File: src/rtl/bram_mover_sched.sv
// bram_mover_sched: round-robin arbiter that shares a single data_mover_bram
// between NUM_REQ requesters. It launches the mover with a one-cycle run
// pulse and a saturated count, waits for the mover's done, and returns a
// one-cycle completion pulse to the granted requester.
// Optional feature macro: MOVER_TIMEOUT_EN adds a RUN-state watchdog that
// sets a sticky o_timeout flag and force-completes the job.
//
// state  | meaning
// IDLE   | no job; arbitrate when any request is up and the mover is idle
// LAUNCH | o_mv_run high for this single cycle
// RUN    | waiting for the mover's done
// DONE   | two cycles: o_job_done is raised, then grant/busy are released

module bram_mover_sched #(
    parameter int NUM_REQ     = 2,
    parameter int CNT_BIT     = 31,
    parameter int MEM_SIZE    = 4096,
    parameter int TIMEOUT_CYC = 65536
) (
    input  logic                       clk,
    input  logic                       reset,
    input  logic [NUM_REQ-1:0]         i_req,
    input  logic [NUM_REQ*CNT_BIT-1:0] i_num_cnt,
    output logic [NUM_REQ-1:0]         o_grant,
    output logic [NUM_REQ-1:0]         o_job_done,
    output logic                       o_busy,
    output logic                       o_mv_run,
    output logic [CNT_BIT-1:0]         o_mv_num_cnt,
    input  logic                       i_mv_idle,
    input  logic                       i_mv_done,
    output logic                       o_timeout
);

    localparam int PTR_W = (NUM_REQ > 1) ? $clog2(NUM_REQ) : 1;
    localparam logic [CNT_BIT-1:0] CNT_MAX = CNT_BIT'(MEM_SIZE);
    localparam logic [PTR_W-1:0] PTR_LAST = PTR_W'(NUM_REQ - 1);

    localparam logic [1:0] S_IDLE   = 2'd0;
    localparam logic [1:0] S_LAUNCH = 2'd1;
    localparam logic [1:0] S_RUN    = 2'd2;
    localparam logic [1:0] S_DONE   = 2'd3;

    logic [1:0]         state;
    logic [PTR_W-1:0]   rr_ptr;
    logic [PTR_W-1:0]   gnt_idx;
    logic [PTR_W-1:0]   win_idx;
    logic               win_found;
    logic [CNT_BIT-1:0] cnt_arr [NUM_REQ];
    logic [CNT_BIT-1:0] win_cnt;
    logic [CNT_BIT-1:0] sat_cnt;
    logic [PTR_W-1:0]   rr_next;

`ifdef MOVER_TIMEOUT_EN
    localparam int WD_W = $clog2(TIMEOUT_CYC + 1);
    localparam logic [WD_W-1:0] WD_LAST = WD_W'(TIMEOUT_CYC - 1);
    logic [WD_W-1:0] wd_cnt;
`else
    assign o_timeout = 1'b0;
`endif

    // Unpack the per-requester count slices for indexed selection.
    always_comb begin
        for (int k = 0; k < NUM_REQ; k++) begin
            cnt_arr[k] = i_num_cnt[k*CNT_BIT +: CNT_BIT];
        end
    end

    // Pick the first requesting bit at or after rr_ptr, wrapping around.
    always_comb begin
        logic [PTR_W-1:0] idx;
        win_found = 1'b0;
        win_idx   = '0;
        idx       = '0;
        for (int i = 0; i < NUM_REQ; i++) begin
            idx = PTR_W'((int'(rr_ptr) + i) % NUM_REQ);
            if (!win_found && i_req[idx]) begin
                win_found = 1'b1;
                win_idx   = idx;
            end
        end
    end

    // Winner's count, clamped to the BRAM depth; pointer moves past the winner.
    always_comb begin
        win_cnt = cnt_arr[win_idx];
        sat_cnt = (win_cnt > CNT_MAX) ? CNT_MAX : win_cnt;
        rr_next = (gnt_idx == PTR_LAST) ? '0 : gnt_idx + 1'b1;
    end

    // Job sequencing FSM; every output is a register updated here.
    always_ff @(posedge clk) begin
        if (reset) begin
            state        <= S_IDLE;
            rr_ptr       <= '0;
            gnt_idx      <= '0;
            o_grant      <= '0;
            o_job_done   <= '0;
            o_busy       <= 1'b0;
            o_mv_run     <= 1'b0;
            o_mv_num_cnt <= '0;
`ifdef MOVER_TIMEOUT_EN
            wd_cnt       <= '0;
            o_timeout    <= 1'b0;
`endif
        end else begin
            case (state)
                S_IDLE: begin
                    if (win_found && i_mv_idle) begin
                        o_grant      <= NUM_REQ'(1) << win_idx;
                        gnt_idx      <= win_idx;
                        o_mv_num_cnt <= sat_cnt;
                        o_busy       <= 1'b1;
                        // A zero-length move never touches the mover.
                        if (win_cnt == '0) begin
                            state <= S_DONE;
                        end else begin
                            state    <= S_LAUNCH;
                            o_mv_run <= 1'b1;
                        end
                    end
                end
                S_LAUNCH: begin
                    o_mv_run <= 1'b0;
                    state    <= S_RUN;
`ifdef MOVER_TIMEOUT_EN
                    wd_cnt   <= '0;
`endif
                end
                S_RUN: begin
`ifdef MOVER_TIMEOUT_EN
                    if (i_mv_done) begin
                        state <= S_DONE;
                    end else if (wd_cnt == WD_LAST) begin
                        o_timeout <= 1'b1;
                        state     <= S_DONE;
                    end else begin
                        wd_cnt <= wd_cnt + 1'b1;
                    end
`else
                    if (i_mv_done) begin
                        state <= S_DONE;
                    end
`endif
                end
                default: begin
                    // First DONE cycle raises the pulse, second one releases the job.
                    if (o_job_done == '0) begin
                        o_job_done <= o_grant;
                    end else begin
                        o_job_done <= '0;
                        o_grant    <= '0;
                        o_busy     <= 1'b0;
                        rr_ptr     <= rr_next;
                        state      <= S_IDLE;
                    end
                end
            endcase
        end
    end

endmodule

File: config.mk
export PLATFORM = sky130hd
export DESIGN_NAME = bram_mover_sched
export DESIGN_NICKNAME = d
export VERILOG_FILES = /design/src/rtl/bram_mover_sched.sv
export SDC_FILE = /design/constraint.sdc
export NUM_CORES = 1
export LEC_CHECK = 0
export CAP_MARGIN = 20
export CORE_UTILIZATION = 37
export DETAILED_ROUTE_END_ITERATION = 10
export PLACE_DENSITY_LB_ADDON = 0.1
export SLEW_MARGIN = 20
export SYNTH_ARGS = -nofsm -noshare
export SYNTH_HDL_FRONTEND = slang
export SYNTH_SLANG_ARGS = --single-unit
File: constraint.sdc
create_clock -name clk -period 2.69 [get_ports clk]
set_clock_uncertainty 0.05 [all_clocks]
set_input_delay 0.538 -clock clk [delete_from_list [all_inputs] [get_ports clk]]
set_output_delay 0.538 -clock clk [all_outputs]
set_load 0.03 [all_outputs]
# Word level (Yosys, flattened, before mapping)
# Cells that the tools add are included.
dict set report word_totals {
  elab_cells 68
  regBits 41
  output_inout_bits 38
  in_bits 68
}
dict set report op_classes {
  n_addsub 2
  n_reduce_logical 15
  eq_ne 7
  n_lt_le_gt_ge 4
  shift 1
  bitwise_logic 4
  mux 27
}
# op count
set ops {}
lappend ops {{2-to-1 mux 31 bit} 4}
lappend ops {{greater-than comparator 31 x 13 -> 1 bit, second input constant} 1}
lappend ops {{logical NOT 31 bit} 1}
lappend ops {{2-to-1 mux 1 bit} 13}
lappend ops {{2-to-1 mux 2 bit} 6}
lappend ops {{AND reduction 3 bit} 3}
lappend ops {{inequality test 2 bit, second input constant} 3}
lappend ops {{one-hot mux 2 bit (3 select lines)} 1}
lappend ops {{AND reduction 2 bit} 3}
lappend ops {{logical NOT 2 bit} 2}
lappend ops {{< comparator 1 x 2 -> 1 bit, second input constant} 2}
lappend ops {{inequality test 4 x 1 -> 1 bit, second input constant} 1}
lappend ops {{one-hot mux 1 bit (2 select lines)} 2}
lappend ops {{one-hot mux 2 bit (2 select lines)} 1}
lappend ops {{NOT 1 bit} 3}
lappend ops {{OR reduction 3 bit} 1}
lappend ops {{adder 1 bit, second input constant} 2}
lappend ops {{== test 2 x 1 -> 1 bit, second input constant} 1}
lappend ops {{== test 2 bit, second input constant} 1}
lappend ops {{greater-or-equal comparator 2 bit, second input constant} 1}
lappend ops {{logical AND 1 bit} 2}
lappend ops {{inequality test 2 x 1 -> 1 bit, second input constant} 1}
lappend ops {{NOT 1 -> 2 bit} 1}
lappend ops {{nonzero test 2 bit} 1}
lappend ops {{3 further kinds} 3}

# Longest topological paths before layout
# Gate-level depths: netlist of run 1.
dict set report logic_depth {
  ltp_word 14
  ltp_mapped 9
  depth_no_buf 7
}

# Least setup slack after synthesis of run 1
# No wires, ideal clock.
dict set report synth_path {
  kind {register to register}
  start {reg state[0]}
  end {reg state[1]}
  setup_time_ns 0.117
  path_buffers 1
  period_less_slack_ns 1.992
  setup_slack_ns 0.698
  stages_incl_launch_ff 8
  arrival_ns 1.824
  required_ns 2.523
  cell_sequence {dfxtp_1 inv_1 ha_1 buf_2 or4_1 o221ai_1 nor3_1 a32o_1}
}
dict set report synth_between {
  elab_chain_cells 3
  word_cells_on_any_way 8
  cone_classes {eq/ne (5); mux (1); reduce/logical (2)}
}
# element line
set synth_rtl {}
lappend synth_rtl {{start: declaration} 43} ;# logic [1:0] state;
lappend synth_rtl {{start signal: assignment} 93} ;# state <= S_IDLE;
lappend synth_rtl {{start signal: assignment} 115} ;# state <= S_DONE;
lappend synth_rtl {{start signal: assignment} 117} ;# state <= S_LAUNCH;
lappend synth_rtl {{== test 2 bit (tied with other cells)} 106} ;# case (state)
lappend synth_rtl {{inequality test 4 x 1 -> 1 bit (no line) or inequality test 2 bit (tied branches)} -}
lappend synth_rtl {{AND reduction 3 bit (no line)} -}
# Parallel ways exist; a longest one is shown, timed or not.
# A chain may end at the register's enable or synchronous reset.

# Worst setup path after layout of run 1
dict set report layout_path {
  start {in i_req[0]}
  end {reg o_mv_num_cnt[1]}
}
dict set report layout_between {
  elab_chain_cells 12
  word_cells_on_any_way 18
  cone_classes {order compare (1); mux (12); bitwise (1); reduce/logical (4)}
}
# element line
set layout_rtl {}
lappend layout_rtl {{start: declaration} 22} ;# input logic [NUM_REQ-1:0] i_req,
lappend layout_rtl {{2-to-1 mux 1 bit (implied by the code) (2 in series)} 76} ;# if (!win_found && i_req[idx]) begin
lappend layout_rtl {{2-to-1 mux 1 bit} 76}
lappend layout_rtl {{logical NOT 1 bit} 76}
lappend layout_rtl {{logical AND 1 bit} 76}
lappend layout_rtl {{2-to-1 mux 1 bit} 76}
lappend layout_rtl {{NOT 1 -> 2 bit (implied by the code)} 85} ;# win_cnt = cnt_arr[win_idx];
lappend layout_rtl {{2-to-1 mux 31 bit (implied by the code) (3 in series)} 85}
lappend layout_rtl {{greater-than comparator 31 x 13 -> 1 bit} 86} ;# sat_cnt = (win_cnt > CNT_MAX) ? CNT_MAX : win_cnt;
lappend layout_rtl {{2-to-1 mux 31 bit} 86}
lappend layout_rtl {{end signal: assignment} 111} ;# o_mv_num_cnt <= sat_cnt;
lappend layout_rtl {{end: declaration} 28} ;# output logic [CNT_BIT-1:0] o_mv_num_cnt,
# Parallel ways exist; a longest one is shown, timed or not. The select of a mux whose other input is x is not followed.

==> results of run 1 <==
-- sequential cells by signal, summed over array words and instances (netlist names) --
signal	count
rr_ptr	1
o_mv_num_cnt	31
gnt_idx	1
state	2
o_grant	2
o_job_done	2
o_busy	1
o_mv_run	1
-- placed cells by master (no fill, tap or decap), types with 2 or more instances in the layout --
cell type,instances
o21ai_0,6
inv_1,5
mux2i_1,15
and2_1,19
a32oi_1,2
nor2b_1,2
a21oi_1,5
nand3_1,3
nand2_1,15
clkinv_2,2
clkdlybuf4s50_1,104
nand4_1,2
buf_4,5
o21ai_2,10
nor4_1,12
ha_1,5
nand2b_1,2
nor2_1,9
clkbuf_8,5
nor3_1,7
dfxtp_1,41
a31oi_1,2
-- area by class of cell --
cell class	count	area (sq um)
fillers	400	1500
well taps	52	65.1
clock buffers	5	68.8
clock inverters	3	17.5
inverters	5	18.8
repair buffers	109	1080
multi-input cells	132	901
flip-flops and latches	41	821
-- cells by family after synthesis --
logic type      Yosys count  share of synthesized area (%)
compound gates           35                           15.0
buf+inv                  13                           3.44
mux                      16                           9.07
simple gates             75                           22.7
other cells               1                          0.211
fa+ha+maj                 5                           3.51
flops                    41                           46.1
-- per-stage QoR --
step | cell area (sq um) | setup WS (ns) | utilization, % | std cells
2_1_floorplan | 1780 | 0.698 | - | 186
3_3_place_gp | 2880 | 0.261 | 64.5 | 339
3_5_place_dp | 2880 | 0.210 | 64.5 | 339
4_1_cts | 2970 | 0.501 | 66.4 | 347
5_1_grt | 2970 | 0.423 | 66.4 | 347
6_report | 2970 | 0.505 | 66.4 | 347
-- power breakdown --
group          internal, W  total (W)  switching, W  leakage [nW]
clock network     0.000179   0.000380      0.000201        0.0439
logic             0.000270   0.000559      0.000289         0.781
registers         0.000650   0.000689     0.0000393         0.332
total              0.00110    0.00163      0.000529          1.16
-- worst max path at each step --
stage,from,endpoint,slack (ns),cells past startpoint
3_3_place_gp,i_req[0],o_mv_num_cnt[0],0.26,7
6_report,i_req[0],o_mv_num_cnt[1],0.51,7
5_1_grt,i_req[0],o_mv_num_cnt[1],0.42,7
2_1_floorplan,state[0],state[1],0.70,7
3_5_place_dp,i_req[0],o_mv_num_cnt[1],0.21,7
4_1_cts,i_req[0],o_mv_num_cnt[1],0.50,7
-- per-layer routing --
metal  part of all wire (%)  global-route usage, %
met1                     45                   26.1
met2                     48                   33.3
met3                    7.4                   4.64
met4                   0.27                   4.67
met5                      0                      0
-- worst reg2reg max path: stages, from the launching register on --
cell      delay, ns
dfxtp_1        0.40
inv_1          0.08
ha_1           0.31
or4_1          0.54
o221ai_1       0.31
nor3_1         0.08
a32o_1         0.22
==> out/metrics.yaml, run 1 <==
synth:
  yosysWarnings: 0
  syn_avg_cell_area_sq_um: 9.57
  yosys-top-cells-area: "dfxtp_1, mux2i_1, and2_1, o21ai_2, nor4_1"
  synthArstFlopShare_pct: 0
  syn-num-nets: 259
  yosysTopAreaCell: "dfxtp_1"
  synthDistinctLibCells: 38
  synth_top_area_share_pct: 46.1
  ys_seq_elements: 41
  postSynthCellCount: 186
  synth-edff-count: 0
  ys_seq_area_share_pct: 46.1
  synth_ff_type: "dfxtp_1"
  ys_top_cells_by_count: "dfxtp_1, and2_1, mux2i_1, nand2_1, nor4_1"
  synth.most_common_cell: "dfxtp_1"
  synth.cell_area_sq_um: 1780
power_and_ir_drop:
  max-vdd-ir-drop_mv: 0.631
  power_density_nw_per_um2: 548
  p_leak_nw: 1.16
  power_w: 0.00163
drt:
  vias: 1701
  vias_per_cell: 4.90
  routed_wl_mm: 4.85
  ant_nets: 0
  drc: 8
  wl_per_cell_um: 14.0
  drtPass1Iterations: 8
  drt_iter0_drc: 57
worst_hold_path:
  worstHoldStart: "o_mv_num_cnt[3]"
  hold_depth: 2
  hold_class: "reg2reg"
  min_to: "o_mv_num_cnt[3]"
worst_setup_path:
  r2r_slack_ns: 0.59
  start_kind: "primary input"
  slowest_stage: "clkdlybuf4s50_1"
  r2r-end: "state[1]"
  r2r-start: "state[0]"
  path_cells: "clkdlybuf4s50_1 > nand2b_4 > a2111o_1 > o22ai_2 > o2111ai_2 > buf_4 > o21ai_0"
  worstRegToRegCells: 6
  cp_num_buf_inv: 2
  critPathMaxFanout: 12
  crit_type: "in2reg"
  crit_path_end_kind: "register"
  cp.required_ns: 2.85
  crit_arrival_ns: 2.35
  cp_slowest_stage_delay_ns: 0.54
  cpLargestDelayFamily: "compound AO/OA/AOI/OAI gates"
clock_network:
  cts_max_level: 2
  clk-insertion-delay-late_ns: 0.28
  clkTransAtPathRegs_ns: 0.07
  cts_tree: "yes"
  cts_made_buffers: 5
  post_cts_buffers: 0
  hold_buffers: 0
  ctsRootBufferMaster: "clkbuf_8"
  clk_path_buf_depth: 2
  cts_sinks: 41
  cts_resized: 0
cells_and_area:
  drive_gt1_share_pct: 9.49
  fin_nets: 367
  syn_to_final_growth_pct: 66.8
  n_antenna_cell: 0
global_routing:
  overflow: 0
  grt_util_all_layers_pct: 19.9
  grt_antenna_before_repair: 0
  grt_pass1_wl_mm: 7.89
  grt_max_degree: 19
  grt_pass1_vias: 1677
die:
  die_w_um: 71.4
  die_area_sq_um: 5090
  io_pins: 106
  fp-row-count: 24
  core_sq_um: 4470
  start_util_pct: 39.8
  fp.dieH_um: 71.4
timing:
  timing.final.crit_share_pct: 81.2
  setup_tns_ns: 0
  setup_viol: 0
  worst_pin_slew_ns: 0.528
  holdWs_ns: 0.403
  max_freq_mhz: 458
  fin_crit_ns: 2.18
  rsz0062_at_grt: "false"
  slew_headroom_pct: 64.4
  timing.final.hold_violations: 0
  finalMaxSlewViolations: 0
run:
  cap_viol_max_count: 0
placed_design:
  place_hpwl_mm: 3.93
  gp_congestion: 0.782
  numPortBuffers: 104
run_status:
  violations: "DRC"
  status: "finished, violations left"
Note: power is estimated with default switching activity, not from simulation.
==> run 2, diff against run 1 <==
- clock period: 2.69 -> 2.12 ns (I/O delays scaled with it)
==> out/metrics.yaml, run 2 (synthesis results as in run 1) <==
clock_network:
  cts_sinks: 41
  hold_buffers: 0
  cts_max_level: 2
  clkTransAtPathRegs_ns: 0.07
  clk-insertion-delay-late_ns: 0.29
  cts_made_buffers: 5
  post_cts_buffers: 0
  cts_tree: "yes"
  ctsRootBufferMaster: "clkbuf_8"
  clk_path_buf_depth: 2
cells_and_area:
  multiInputGateArea_sq_um: 912
  n_antenna_cell: 0
  final_area_sq_um: 3090
  largest_register: "o_mv_num_cnt"
  layout_commonest_cell: "clkdlybuf4s50_1"
  final_cell_mix: "clkdlybuf4s50_1, dfxtp_1, and2_1"
  fillers: 371
  fin_nets: 376
  largest_reg_flops: 31
  seq_area_sq_um: 821
  drive_gt1_share_pct: 12.2
  syn_to_final_growth_pct: 73.6
  finalNonFillerCells: 355
die:
  fp.dieH_um: 71.4
  io_pins: 106
  die_w_um: 71.4
  fp-row-count: 24
  core_sq_um: 4470
  die_area_sq_um: 5090
  start_util_pct: 39.8
worst_setup_path:
  crit_type: "in2reg"
  cp.required_ns: 2.29
  crit_cells: 7
  cp_slowest_stage_delay_ns: 0.52
  cpLargestDelayFamily: "compound AO/OA/AOI/OAI gates"
  start_kind: "primary input"
  slowest_stage: "clkdlybuf4s50_1"
  worstRegToRegCells: 6
  crit_arrival_ns: 2.22
  cp_num_buf_inv: 2
  critPathMaxFanout: 12
  crit_path_end_kind: "register"
  path_cells: "clkdlybuf4s50_1 > nand2b_4 > a2111o_1 > o22ai_1 > o2111ai_2 > buf_12 > o21ai_0"
power_and_ir_drop:
  p_leak_nw: 1.23
  max-vdd-ir-drop_mv: 0.711
  power_density_nw_per_um2: 744
  power_w: 0.00230
global_routing:
  grt_antenna_before_repair: 0
  grt_pass1_wl_mm: 8.20
  grt_util_all_layers_pct: 20.9
  grt_pass1_vias: 1746
  grt_max_degree: 31
  overflow: 0
timing:
  rsz0062_at_grt: "false"
  timing.final.crit_share_pct: 96.7
  worst_pin_slew_ns: 0.550
  finalMaxSlewViolations: 0
  timing.final.hold_violations: 0
  setup_viol: 0
  max_freq_mhz: 488
  slew_headroom_pct: 63.2
  fin_crit_ns: 2.05
drt:
  drtPass1Iterations: 8
  vias: 1747
  routed_wl_mm: 5.04
  wl_per_cell_um: 14.2
  vias_per_cell: 4.92
  drc: 8
  ant_nets: 0
  drt_iter0_drc: 92
run:
  cap_viol_max_count: 0
placed_design:
  numPortBuffers: 104
  gp_congestion: 0.824
  place_hpwl_mm: 4.01
  placed_cells: 348
  place_area_sq_um: 2980
worst_hold_path:
  hold_depth: 2
  hold_class: "reg2reg"
run_status:
  violations: "DRC"
  status: "finished, violations left"
-- run 2: changes by cell type in the layout (fill, tap and decap cells not counted), sizes merged --
cell | before | now
clkinv | 2 | 1
clkinvlp | 1 | 0
bufinv | 0 | 1
buf | 5 | 14
-- run 2: worst paths after layout --
path | from | to | slack (ns)
worst max-delay path | i_req[0] | o_mv_num_cnt[1] | 0.07
worst min-delay path | o_mv_num_cnt[7] | o_mv_num_cnt[7] | 0.41
worst max register to register | state[0] | state[1] | 0.17
worst min register to register | o_mv_num_cnt[7] | o_mv_num_cnt[7] | 0.41
-- run 2: layer usage --
| layer | GRT usage, % | vias to the layer above | share of wire, % |
|---|---|---|---|
| met5 | 0 | - | 0 |
| met3 | 4.36 | 8 | 7.1 |
| met1 | 26.8 | 777 | 44 |
| li1 | - | 897 | - |
| met2 | 34.8 | 65 | 47 |
| met4 | 7.56 | 0 | 1.3 |
-- run 2: power breakdown --
part	internal (W)	switching, W
Sequential	0.000824	0.0000474
Combinational	0.000416	0.000411
Clock	0.000342	0.000259
Total	0.00158	0.000717
-- run 2: worst reg2reg max path: cells and delay by family, from the launching register on --
family | cells | cell delay [ns]
AOI/OAI and AO/OA | 2 | 0.44
adders and majority gates | 1 | 0.22
buffers and inverters | 1 | 0.09
DFF | 1 | 0.40
and+or+nand+nor | 2 | 0.63
-- run 2: metrics by stage --
step / setup TNS [ns] / setup WS, ns / hold WS, ns / util, %
detailed placement: -6.79 / -0.239 / 0.390 / 66.5
floorplan: 0 / 0.128 / 0.405 / -
CTS: 0 / 0.0627 / 0.407 / 69.0
global route: 0 / 0.00666 / 0.420 / 69.1
finish: 0 / 0.0694 / 0.405 / 69.1
global placement: -5.40 / -0.201 / 0.385 / 66.5
-- run 2: layout make-up --
| class | count | area share, % |
|---|---|---|
| multi-input combinational | 132 | 29.5 |
| timing repair buffer | 118 | 37.9 |
| clock buffer | 5 | 2.23 |
| inverter | 5 | 0.607 |
| sequential | 41 | 26.5 |
| tap | 52 | 2.10 |
| clock inverter | 2 | 1.13 |
-- run 2: repair_timing --
action,4_1_cts,5_1_grt
setup endpoints to repair,30,2
resized for setup,1,1
endpoints found under the hold margin,0,0
==> run 3, diff against run 2 <==
- CORE_MARGIN: not set -> 2
==> out/metrics.yaml, run 3 (synthesis results as in run 1) <==
run_status:
  status: "completed"
clock_network:
  clk_path_buf_depth: 2
  clk-insertion-delay-late_ns: 0.29
  cts_made_buffers: 5
  post_cts_buffers: 0
  ctsRootBufferMaster: "clkbuf_8"
  hold_buffers: 0
  cts_tree: "yes"
  cts_sinks: 41
  clkTransAtPathRegs_ns: 0.08
  cts_max_level: 2
  cts_resized: 0
timing:
  setup_viol: 0
  fin_crit_ns: 1.99
  timing.final.crit_share_pct: 93.8
  timing.final.hold_violations: 0
  finalMaxSlewViolations: 0
  rsz0062_at_grt: "false"
  finalWorstSetupSlack_ns: 0.132
  max_freq_mhz: 503
global_routing:
  overflow: 0
  grt_max_degree: 17
  grt_pass1_vias: 1791
  grt_pass1_wl_mm: 8.20
  grt_util_all_layers_pct: 19.5
  grt_antenna_before_repair: 0
worst_setup_path:
  critPathMaxFanout: 6
  r2r-end: "state[1]"
  crit_type: "in2reg"
  r2r-start: "state[0]"
  crit_start: "i_req[0]"
  cp.required_ns: 2.30
  start_kind: "primary input"
  r2r_slack_ns: 0.22
  worstRegToRegCells: 6
  crit_arrival_ns: 2.17
  crit_path_end: "o_mv_num_cnt[0]"
  crit_path_end_kind: "register"
power_and_ir_drop:
  max-vdd-ir-drop_mv: 0.745
  power_density_nw_per_um2: 769
  power_w: 0.00240
  p_leak_nw: 1.24
cells_and_area:
  largest_register: "o_mv_num_cnt"
  fin_nets: 378
  syn_to_final_growth_pct: 75.4
  drive_gt1_share_pct: 12.7
  final_area_sq_um: 3120
  layout_commonest_cell: "clkdlybuf4s50_1"
  n_antenna_cell: 0
  final_cell_mix: "clkdlybuf4s50_1, dfxtp_1, and2_1"
  largest_reg_flops: 31
placed_design:
  gp_congestion: 0.777
  pre_cts_slack_ns: -0.180
  place_hpwl_mm: 3.96
  numPortBuffers: 104
  place_area_sq_um: 2980
drt:
  drtPass1Iterations: 4
  drt_iter0_drc: 80
  drc: 0
  routed_wl_mm: 4.86
  vias_per_cell: 4.86
  vias: 1751
  ant_nets: 0
  wl_per_cell_um: 13.5
die:
  core_sq_um: 4690
  fp.dieH_um: 73.4
  die_w_um: 73.4
  fp-row-count: 25
  io_pins: 106
  start_util_pct: 37.9
  die_area_sq_um: 5380
worst_hold_path:
  hold_class: "reg2reg"
run:
  cap_viol_max_count: 0
run 3: power by group:
group / switching [W] / internal, W
sequential: 0.0000457 / 0.000824
combinational: 0.000391 / 0.000386
clock: 0.000280 / 0.000474
run 3: critical path, stage by stage:
cell and delay (ns):
clkdlybuf4s50_1 0.53, nand2b_4 0.06, a2111o_1 0.43, o22ai_1 0.24
o2111ai_2 0.14, buf_4 0.19, o21ai_0 0.15
run 3: how the worst min path moves through the flow:
stage / from / end / slack, ns / cells past startpoint
after floorplan: rr_ptr / rr_ptr / 0.41 / 2
after global placement: o_mv_num_cnt[2] / o_mv_num_cnt[2] / 0.39 / 2
after detailed placement: o_mv_num_cnt[3] / o_mv_num_cnt[3] / 0.39 / 2
after CTS: o_mv_num_cnt[8] / o_mv_num_cnt[8] / 0.41 / 2
after global routing: o_mv_num_cnt[8] / o_mv_num_cnt[8] / 0.43 / 2
final: o_mv_num_cnt[8] / o_mv_num_cnt[8] / 0.41 / 2
run 3: final cells by class:
type | count | area (sq um)
flip-flops and latches | 41 | 821
repair buffers | 120 | 1170
well taps | 54 | 67.6
inverters | 5 | 18.8
multi-input cells | 132 | 905
clock inverters | 3 | 68.8
clock buffers | 5 | 68.8
fillers | 430 | 1570
run 3: per-stage QoR:
step / utilization [%] / cells / hold WS (ns) / TNS, ns
2_1_floorplan: - / 186 / 0.405 / 0
3_3_place_gp: 63.5 / 352 / 0.386 / -1.41
3_5_place_dp: 63.5 / 352 / 0.392 / -1.93
4_1_cts: 66.4 / 360 / 0.414 / 0
5_1_grt: 66.6 / 360 / 0.426 / 0
6_report: 66.6 / 360 / 0.409 / 0
run 3: layer usage:
layer	vias to the layer above	GRT usage, %	wire length, um
li1	900	-	-
met1	797	24.4	2150
met2	46	32.7	2350
met3	8	5.21	306
met4	0	6.26	52
met5	-	0	0
